### src/rtl/gpio_pkg.sv
// GPIO MMIO shared definitions.
// Register offsets inside the 32-byte window and the decoder.
package gpio_pkg;

    localparam int WIN_BYTES = 32;

    localparam logic [4:0] OFS_IN  = 5'h00;
    localparam logic [4:0] OFS_OUT = 5'h04;
    localparam logic [4:0] OFS_TGL = 5'h08;
    localparam logic [4:0] OFS_EN  = 5'h0C;
    localparam logic [4:0] OFS_STS = 5'h10;

    typedef enum logic [2:0] {
        REG_IN,
        REG_OUT,
        REG_TGL,
        REG_EN,
        REG_STS,
        REG_NONE
    } reg_e;

    // Byte lane bits [1:0] do not take part in register selection.
    function automatic reg_e decode(input logic [4:0] ofs);
        reg_e r;
        r = REG_NONE;
        if (ofs[4:2] == OFS_IN[4:2])  r = REG_IN;
        if (ofs[4:2] == OFS_OUT[4:2]) r = REG_OUT;
        if (ofs[4:2] == OFS_TGL[4:2]) r = REG_TGL;
        if (ofs[4:2] == OFS_EN[4:2])  r = REG_EN;
        if (ofs[4:2] == OFS_STS[4:2]) r = REG_STS;
        return r;
    endfunction

endpackage

### src/rtl/gpio_mmio_if.sv
// Processor data-bus slice seen by the GPIO block.
// The master drives the store/address side, the slave answers.
interface gpio_mmio_if;
    logic        MemWrite;
    logic [31:0] DataAdr;
    logic [31:0] WriteData;
    logic [31:0] ReadData;
    logic        sel;

    modport master (
        output MemWrite, DataAdr, WriteData,
        input  ReadData, sel
    );

    modport slave (
        input  MemWrite, DataAdr, WriteData,
        output ReadData, sel
    );
endinterface

### src/rtl/gpio_debounce.sv
// One switch channel: 2-flop synchronizer plus stability counter.
// rise pulses on the edge where the debounced bit goes 0->1.
module gpio_debounce #(
    parameter int DEB_CYCLES = 4
) (
    input  logic clk,
    input  logic nreset,
    input  logic din,
    output logic dout,
    output logic rise
);
    localparam int CW = $clog2(DEB_CYCLES + 1);
    localparam logic [CW-1:0] CNT_LAST = CW'(DEB_CYCLES - 1);

    logic          s1;
    logic          s2;
    logic          deb;
    logic [CW-1:0] cnt;
    logic          hit;

    // The increment that would reach DEB_CYCLES accepts the value.
    assign hit  = (s2 != deb) && (cnt == CNT_LAST);
    assign rise = hit & s2;
    assign dout = deb;

    // Synchronize, then count consecutive cycles of disagreement.
    always_ff @(posedge clk or negedge nreset) begin
        if (!nreset) begin
            s1  <= 1'b0;
            s2  <= 1'b0;
            deb <= 1'b0;
            cnt <= '0;
        end else begin
            s1 <= din;
            s2 <= s1;
            if (s2 == deb) begin
                cnt <= '0;
            end else if (hit) begin
                deb <= s2;
                cnt <= '0;
            end else begin
                cnt <= cnt + CW'(1);
            end
        end
    end

endmodule

### src/rtl/gpio_mmio.sv
// Memory-mapped GPIO: debounced switch inputs, led outputs,
// rising-edge status with interrupt, in a 32-byte window.
module gpio_mmio
    import gpio_pkg::*;
#(
    parameter int          NIN        = 10,
    parameter int          NOUT       = 10,
    parameter int          DEB_CYCLES = 4,
    parameter logic [31:0] BASE_ADDR  = 32'h0000_0400
) (
    input  logic            clk,
    input  logic            nreset,
    gpio_mmio_if.slave      bus,
    input  logic [NIN-1:0]  switches,
    output logic [NOUT-1:0] leds,
    output logic            irq
);
    logic [NIN-1:0]  in_q;
    logic [NIN-1:0]  rise;
    logic [NOUT-1:0] out_q;
    logic [NIN-1:0]  en_q;
    logic [NIN-1:0]  sts_q;
    logic [NIN-1:0]  clr;
    logic [NOUT-1:0] wd_out;
    logic [NIN-1:0]  wd_in;
    logic            hit_win;
    logic            we;
    reg_e            rsel;
    logic [31:0]     rdata;
    logic            unused_bits;

    assign hit_win = bus.DataAdr[31:5] == BASE_ADDR[31:5];
    assign rsel    = decode(bus.DataAdr[4:0]);
    assign we      = bus.MemWrite & hit_win;
    assign wd_out  = bus.WriteData[NOUT-1:0];
    assign wd_in   = bus.WriteData[NIN-1:0];

    assign unused_bits = ^{bus.DataAdr[1:0], bus.WriteData};

    assign bus.sel      = hit_win;
    assign bus.ReadData = rdata;
    assign leds         = out_q;
    assign irq          = |sts_q;

    for (genvar i = 0; i < NIN; i++) begin : g_in
        gpio_debounce #(
            .DEB_CYCLES(DEB_CYCLES)
        ) u_deb (
            .clk    (clk),
            .nreset (nreset),
            .din    (switches[i]),
            .dout   (in_q[i]),
            .rise   (rise[i])
        );
    end

    // OUT: plain store or XOR toggle.
    always_ff @(posedge clk or negedge nreset) begin
        if (!nreset) begin
            out_q <= '0;
        end else if (we && rsel == REG_OUT) begin
            out_q <= wd_out;
        end else if (we && rsel == REG_TGL) begin
            out_q <= out_q ^ wd_out;
        end
    end

    // EDGE_EN: plain read/write mask.
    always_ff @(posedge clk or negedge nreset) begin
        if (!nreset) begin
            en_q <= '0;
        end else if (we && rsel == REG_EN) begin
            en_q <= wd_in;
        end
    end

    assign clr = (we && rsel == REG_STS) ? wd_in : '0;

    // EDGE_STS: sticky rise flags, W1C; a new rise beats a clear.
    always_ff @(posedge clk or negedge nreset) begin
        if (!nreset) begin
            sts_q <= '0;
        end else begin
            sts_q <= (sts_q & ~clr) | (rise & en_q);
        end
    end

    // Read mux reflects current register state, zero-extended.
    always_comb begin
        rdata = '0;
        if (hit_win) begin
            case (rsel)
                REG_IN:  rdata = 32'(in_q);
                REG_OUT: rdata = 32'(out_q);
                REG_EN:  rdata = 32'(en_q);
                REG_STS: rdata = 32'(sts_q);
                default: rdata = '0;
            endcase
        end
    end

endmodule

### src/flat_wrapper.sv
// flat-port wrapper written by rule: the top's interface ports become plain ports
module gpio_mmio_flat import gpio_pkg::*;
#(
    parameter int          NIN        = 10,
    parameter int          NOUT       = 10,
    parameter int          DEB_CYCLES = 4,
    parameter logic [31:0] BASE_ADDR  = 32'h0000_0400
)
  (clk, nreset, switches, leds, irq, bus_MemWrite, bus_DataAdr, bus_WriteData, bus_ReadData, bus_sel);
  gpio_mmio_if bus_i ();
  input  logic clk;
  input  logic nreset;
  input  logic [NIN-1:0] switches;
  output logic [NOUT-1:0] leds;
  output logic irq;
  input wire logic [$bits(bus_i.MemWrite)-1:0] bus_MemWrite;
  input wire logic [$bits(bus_i.DataAdr)-1:0] bus_DataAdr;
  input wire logic [$bits(bus_i.WriteData)-1:0] bus_WriteData;
  output wire logic [$bits(bus_i.ReadData)-1:0] bus_ReadData;
  output wire logic [$bits(bus_i.sel)-1:0] bus_sel;
  assign bus_i.MemWrite = bus_MemWrite;
  assign bus_i.DataAdr = bus_DataAdr;
  assign bus_i.WriteData = bus_WriteData;
  assign bus_ReadData = bus_i.ReadData;
  assign bus_sel = bus_i.sel;
  gpio_mmio #(.NIN(NIN), .NOUT(NOUT), .DEB_CYCLES(DEB_CYCLES), .BASE_ADDR(BASE_ADDR)) u_core (.clk(clk), .nreset(nreset), .bus(bus_i), .switches(switches), .leds(leds), .irq(irq));
endmodule
### config.mk
export PLATFORM = sky130hd
export DESIGN_NAME = gpio_mmio_flat
export DESIGN_NICKNAME = d
export VERILOG_FILES = /design/src/rtl/gpio_pkg.sv /design/src/rtl/gpio_mmio_if.sv /design/src/rtl/gpio_debounce.sv /design/src/rtl/gpio_mmio.sv /design/src/flat_wrapper.sv
export SDC_FILE = /design/constraint.sdc
export NUM_CORES = 1
export LEC_CHECK = 0
export BUFFER_PORTS_ARGS = -buffer_cell sky130_fd_sc_hd__buf_4
export CORE_ASPECT_RATIO = 1.75
export CORE_MARGIN = 2
export CORE_UTILIZATION = 55
export DETAILED_ROUTE_END_ITERATION = 7
export GPL_ROUTABILITY_DRIVEN = 0
export GPL_TIMING_DRIVEN = 0
export MAX_ROUTING_LAYER = met4
export PLACE_DENSITY = 0.84
export SYNTH_ARGS = -nofsm -noshare
export SYNTH_HDL_FRONTEND = slang
export SYNTH_SLANG_ARGS = --single-unit
### constraint.sdc
create_clock -name clk -period 3.1 [get_ports clk]
set_input_delay 0.31 -clock clk [delete_from_list [all_inputs] [get_ports clk]]
set_output_delay 0.31 -clock clk [all_outputs]
set_load 0.01 [all_outputs]
# == Yosys cells after proc, flatten, opt, wreduce, memory -nomap -nowiden ==
# Cells that the tools add are included.
# totals
word_cells,176
regBits,90
in_bits,77
output_inout_bits,44
# classes
reduce_logical,28
bitwise,26
muxes,30
add_sub_neg,10
eq_ne,39
# ops
op,count
3-bit two-way mux,25
"3-bit by 2-bit equality test with 1-bit output, second input constant",14
10-bit case mux with 4 select lines,1
32-bit two-way mux,1
"3-bit by 1-bit adder with 3-bit output, second input constant",10
10-bit two-way mux,3
"27-bit by 6-bit equality test with 1-bit output, second input constant",1
10-bit bitwise AND,2
2-bit AND reduction,10
1-bit logical AND,14
1-bit bitwise AND,11
1-bit equality test,10
1-bit inequality test,10
1-bit inverter,10
10-bit inverter,1
10-bit OR,1
10-bit OR reduction,1
10-bit bitwise XOR,1
"3-bit by 1-bit equality test with 1-bit output, second input constant",2
"3-bit equality test, second input constant",2
3-bit zero test,2
2-bit nonzero test,1

# == Longest topological paths before layout ==
# logic_depth
depth_word,12
depth_mapped,6
depth_no_buf,4

# == Hierarchy ==
# From an unflattened synthesis, not the netlist that was laid out.
# hier_totals
hier_cells,374
area_unflattened_um2,4488.1
# by_module_without_submodules
module,seq_area_each_um2,cells_per_inst,n_inst,area_each_um2
gpio_debounce,150.1,14,10,231.5
gpio_mmio,750.7,234,1,2173.3

# == Worst setup path after synthesis ==
# Ideal clock, no wire load.
# synth_path
path_type,input to output
from,input bus_DataAdr[27]
to,output bus_ReadData[0]
path_buffers,2
t_required_ps,2790
arrival_ps,1721
stages,5
setup_slack_ps,1069
path_cell_list,or4_1 buf_2 or2_2 clkbuf_1 nor3_1
# synth_between
elab_chain_cells,2
# synth_rtl
element,line_no,rtl
start: declaration,flat_wrapper.sv:17,input wire logic [$bits(bus_i.DataAdr)-1:0] bus_DataAdr;
27-bit by 6-bit equality test with 1-bit output,gpio_mmio.sv:32,assign hit_win = bus.DataAdr[31:5] == BASE_ADDR[31:5];
32-bit two-way mux,gpio_mmio.sv:91,if (hit_win) begin
end: declaration,flat_wrapper.sv:19,output wire logic [$bits(bus_i.ReadData)-1:0] bus_ReadData;
# No other way between the ends.

# == Final worst setup path ==
# layout_path
from,input bus_DataAdr[3]
to,output bus_ReadData[3]
# layout_between
elab_chain_cells,9
elab_cells_between_ends,16
cone_classes,eq/ne (7); mux (7); reduce/logical (2)
# layout_rtl
element,line_no,rtl
3-bit zero test,gpio_pkg.sv:26,if (ofs[4:2] == OFS_IN[4:2]) r = REG_IN;
3-bit two-way mux,gpio_pkg.sv:26,
3-bit two-way mux,gpio_pkg.sv:27,if (ofs[4:2] == OFS_OUT[4:2]) r = REG_OUT;
3-bit two-way mux,gpio_pkg.sv:28,if (ofs[4:2] == OFS_TGL[4:2]) r = REG_TGL;
3-bit two-way mux,gpio_pkg.sv:29,if (ofs[4:2] == OFS_EN[4:2]) r = REG_EN;
3-bit two-way mux (*),gpio_pkg.sv:30,if (ofs[4:2] == OFS_STS[4:2]) r = REG_STS;
3-bit equality test (tied with other cells),gpio_mmio.sv:92,case (rsel)
10-bit case mux with 4 select lines (*),gpio_mmio.sv:92,
32-bit two-way mux (*),gpio_mmio.sv:91,
# Mark *: on every way between the ends. The rest lies on a longest branch, timed or not.

==> impl_table.tex <==
\begin{tabular}{lr}
\hline
Metric & Value \\
\hline
\multicolumn{2}{l}{\textbf{Power and ir drop}} \\
\quad Power density normalized to cell area & 585 nW/um\^{}2 \\
\quad Total power after layout & 3120 uW \\
\quad Standby leakage power & 0.00241 uW \\
\quad Maximum vdd ir drop & 0.517 mV \\
\multicolumn{2}{l}{\textbf{Clocking}} \\
\quad Clock transition at the registers of the reported paths & 0.06 ns \\
\quad Clk sink count & 90 \\
\quad Number of setup buffers added after CTS & 0 \\
\quad H-tree depth & 3 \\
\quad Post-cts sizing count & 0 \\
\quad Maximum number of buffers from clock root to sink & 2 \\
\quad CTS tree & yes \\
\quad Master cell of the clock root buffer & clkbuf\_16 \\
\quad Worst-skew pair later-pin latency & 0.34 ns \\
\quad Post-cts hold buffer count & 0 \\
\quad TritonCTS buffer count & 9 \\
\multicolumn{2}{l}{\textbf{Routing}} \\
\quad Remaining DRCs & 0 \\
\quad Remaining antenna violation count after routing & 0 \\
\quad Routed length on met2 & 5340 um \\
\quad Avg Vias per Cell & 5.93 \\
\quad Vias & 3465 \\
\quad Metal-1 WL & 3660 um \\
\quad WL/cell & 17.3 um \\
\quad Overall routed net length & 10100 um \\
\quad Number of optimization iterations in the first detailed-route pass & 5 \\
\quad Iteration-0 DRC Markers & 300 \\
\quad Detailed-routed wire length on met3 & 893 um \\
\quad Highest layer used for signal routing & met4 \\
\multicolumn{2}{l}{\textbf{Timing}} \\
\quad Final critical-path required period & 2.66 ns \\
\quad Fin crit share & 86.0\% \\
\quad Transition at the pin with the smallest max-transition slack & 1.10 ns \\
\quad Slew HR & 26.4\% \\
\quad Final hold violation count & 0 \\
\quad Clock Skews & 0.00502 ns \\
\quad Peak clock frequency supported by timing & 375 MHz \\
\quad Total count of max-transition violations in the final report & 0 \\
\quad Number of setup violations in the final report & 0 \\
\quad Total negative setup slack & 0 ns \\
\quad RSZ-0062 raised after global routing & no \\
\multicolumn{2}{l}{\textbf{Yosys}} \\
\quad Yosys top cell by area & dfrtp\_1 \\
\quad Mean post-synth cell area & 11.2 sq um \\
\quad Number of standard cells after synthesis & 385 \\
\quad Post-synthesis instance area & 4300 sq um \\
\quad Share of synthesized registers carrying an async set or reset & 100\% \\
\quad Number of distinct library cells after synthesis & 34 \\
\quad Number of flops mapped to enable cells by yosys & 0 \\
\quad Number of warning messages in the yosys log & 0 \\
\quad Leading register cell type out of synthesis & dfrtp\_1 \\
\quad Area share of the leading cell type in the synthesized netlist & 52.4\% \\
\quad Share of the yosys chip area belonging to registers & 52.4\% \\
\quad Largest cells by area after synthesis & dfrtp\_1 52\%, mux2\_2 6.5\%, o21ai\_0 4.9\%, o41ai\_1 4.1\%, buf\_4 3.8\% \\
\quad Number of synthesized register bits & 90 \\
\multicolumn{2}{l}{\textbf{Floorplanning}} \\
\quad Core Rows & 42 \\
\quad Die Height & 121 um \\
\quad DIE AREA & 8570 sq um \\
\quad Area of the core & 7570 sq um \\
\quad Initial standard-cell utilization of the core & 56.8\% \\
\quad Floorplan die width & 70.9 um \\
\quad Number of placed I/O pins & 121 \\
\multicolumn{2}{l}{\textbf{Critical path}} \\
\quad Arrival time reported for the critical path endpoint & 2.35 ns \\
\quad Critical Path Start & bus\_DataAdr[3] \\
\quad R2R Path Start & u\_core.g\_in[9].u\_deb.cnt[0] \\
\quad Worst Setup End Kind & output pin \\
\quad CP Data Required Time & 2.79 ns \\
\quad Worst R2R Setup Slack & 1.78 ns \\
\quad Crit path kind & input pin to output pin \\
\quad Maximum fanout along the worst path & 10 \\
\quad Type of origin of the critical path & input pin \\
\multicolumn{2}{l}{\textbf{GRT}} \\
\quad First-pass GRT wire length & 16400 um \\
\quad Overall fraction of global-route tracks in use & 25.3\% \\
\quad Via count of the first global-routing pass & 3486 \\
\quad Total gr overflow & 0 \\
\quad Number of antenna violations at the first check in global routing & 0 \\
\quad Pin count of the biggest net entering global routing & 91 \\
\multicolumn{2}{l}{\textbf{Worst hold path}} \\
\quad Classification of the worst-slack hold path & input pin to register \\
\quad Startpoint of the tightest hold check path & switches[1] \\
\multicolumn{2}{l}{\textbf{Layout}} \\
\quad Commonest cells after routing, fill and taps aside & 96 x buf\_4, 90 x dfrtp\_1, 42 x o21ai\_0, 25 x mux2\_2, 22 x conb\_1 \\
\quad Post-layout net count & 578 \\
\quad Antenna Cells & 0 \\
\quad Layout overhead on the synthesized area & 23.9\% \\
\quad Most frequent standard cell in the layout excluding fill and tap cells & buf\_4 \\
\quad Share of layout cells above drive strength 1 & 27.8\% \\
\multicolumn{2}{l}{\textbf{Outcome}} \\
\quad Outcome & completed \\
\multicolumn{2}{l}{\textbf{Place}} \\
\quad IO Port Bufs & 74 \\
\quad Final HPWL from detailed placement & 7170 um \\
\multicolumn{2}{l}{\textbf{Run}} \\
\quad Max-cap violation count & 0 \\
\hline
\end{tabular}
==> area by class of cell <==
type	count	area (sq um)
Buffer	45	254
Clock buffer	15	278
Clock inverter	1	7.51
Fill cell	581	2240
Multi-Input combinational cell	271	1870
Sequential cell	90	2250
Tap cell	88	110
Timing Repair Buffer	74	556
==> cells by family (layout without fill, tap and decap cells) <==
| kind of cell | Yosys count | after routing | share of synthesized area (%) |
|---|---|---|---|
| adder cells (fa/ha/maj) | 10 | 10 | 2.91 |
| other | 1 | 22 | 0.0872 |
| AND/OR/NAND/NOR | 127 | 127 | 18.1 |
| AO/OA/AOI/OAI | 72 | 72 | 10.9 |
| multiplexers | 30 | 30 | 7.71 |
| XOR/XNOR | 10 | 10 | 2.04 |
| flip-flops | 90 | 90 | 52.4 |
| buffers and inverters | 45 | 135 | 5.90 |
==> metrics by stage <==
step	utilization (%)	cell area, sq um	worst slack, ns	hold WS, ns	cells
after floorplan	-	4380	1.07	0.0144	406
after global placement	66.7	5050	0.541	0.333	568
after detailed placement	66.7	5050	0.569	0.335	568
after CTS	70.5	5330	0.547	0.0649	584
after global routing	70.5	5330	0.394	0.0655	584
final	70.5	5330	0.435	0.0742	584
==> flip-flops by register name (all words and copies together), names as in the netlist <==
| name | flops |
|---|---|
| u_core.g_in.u_deb.s2 | 10 |
| u_core.leds | 10 |
| u_core.g_in.u_deb.s1 | 10 |
| u_core.g_in.u_deb.cnt | 30 |
| u_core.sts_q | 10 |
| u_core.en_q | 10 |
| u_core.g_in.u_deb.dout | 10 |
==> per-layer routing <==
metal  vias up  global-route usage [%]
li1       1590                       -
met1      1663                    29.1
met2       187                    40.6
met3        25                    6.48
met4         0                    13.0
met5         -                       -
==> report_power, final <==
| group | leakage [uW] | internal (uW) | total [uW] | switching [uW] |
|---|---|---|---|---|
| Combinational | 0.00116 | 315 | 588 | 272 |
| Clock | 0.000136 | 610 | 1030 | 425 |
| Sequential | 0.00112 | 1360 | 1500 | 140 |
| Total | 0.00241 | 2280 | 3120 | 836 |
==> worst max-delay path, cell delays in order <==
cell and delay (ns):
buf_4 0.11, clkbuf_1 0.24, nor3b_1 0.72, clkbuf_1 0.49, nand2_1 0.10, o21ai_0 0.09, and2_1 0.16, buf_4 0.12
==> synth_stat cells, types with 10 or more instances <==
cell	count
o21ai_0	42
nor4bb_1	10
ha_1	10
nor2b_1	13
nand3_1	19
nor3_1	17
buf_4	22
nor3b_1	20
mux2_2	25
xnor2_1	10
clkbuf_1	18
nor2_1	18
dfrtp_1	90
o41ai_1	20
==> worst paths after layout <==
path                                                    end  depth (start not counted)
max in group asynchronous       u_core.g_in[6].u_deb.cnt[0]                          1
worst max register to register    u_core.g_in[9].u_deb.dout                          3
worst min-delay path                u_core.g_in[1].u_deb.s1                          1
worst min register to register      u_core.g_in[1].u_deb.s2                          0
worst max-delay path                        bus_ReadData[3]                          8
min in group asynchronous       u_core.g_in[5].u_deb.cnt[1]                          1
Note: power is estimated with default switching activity, not from simulation.
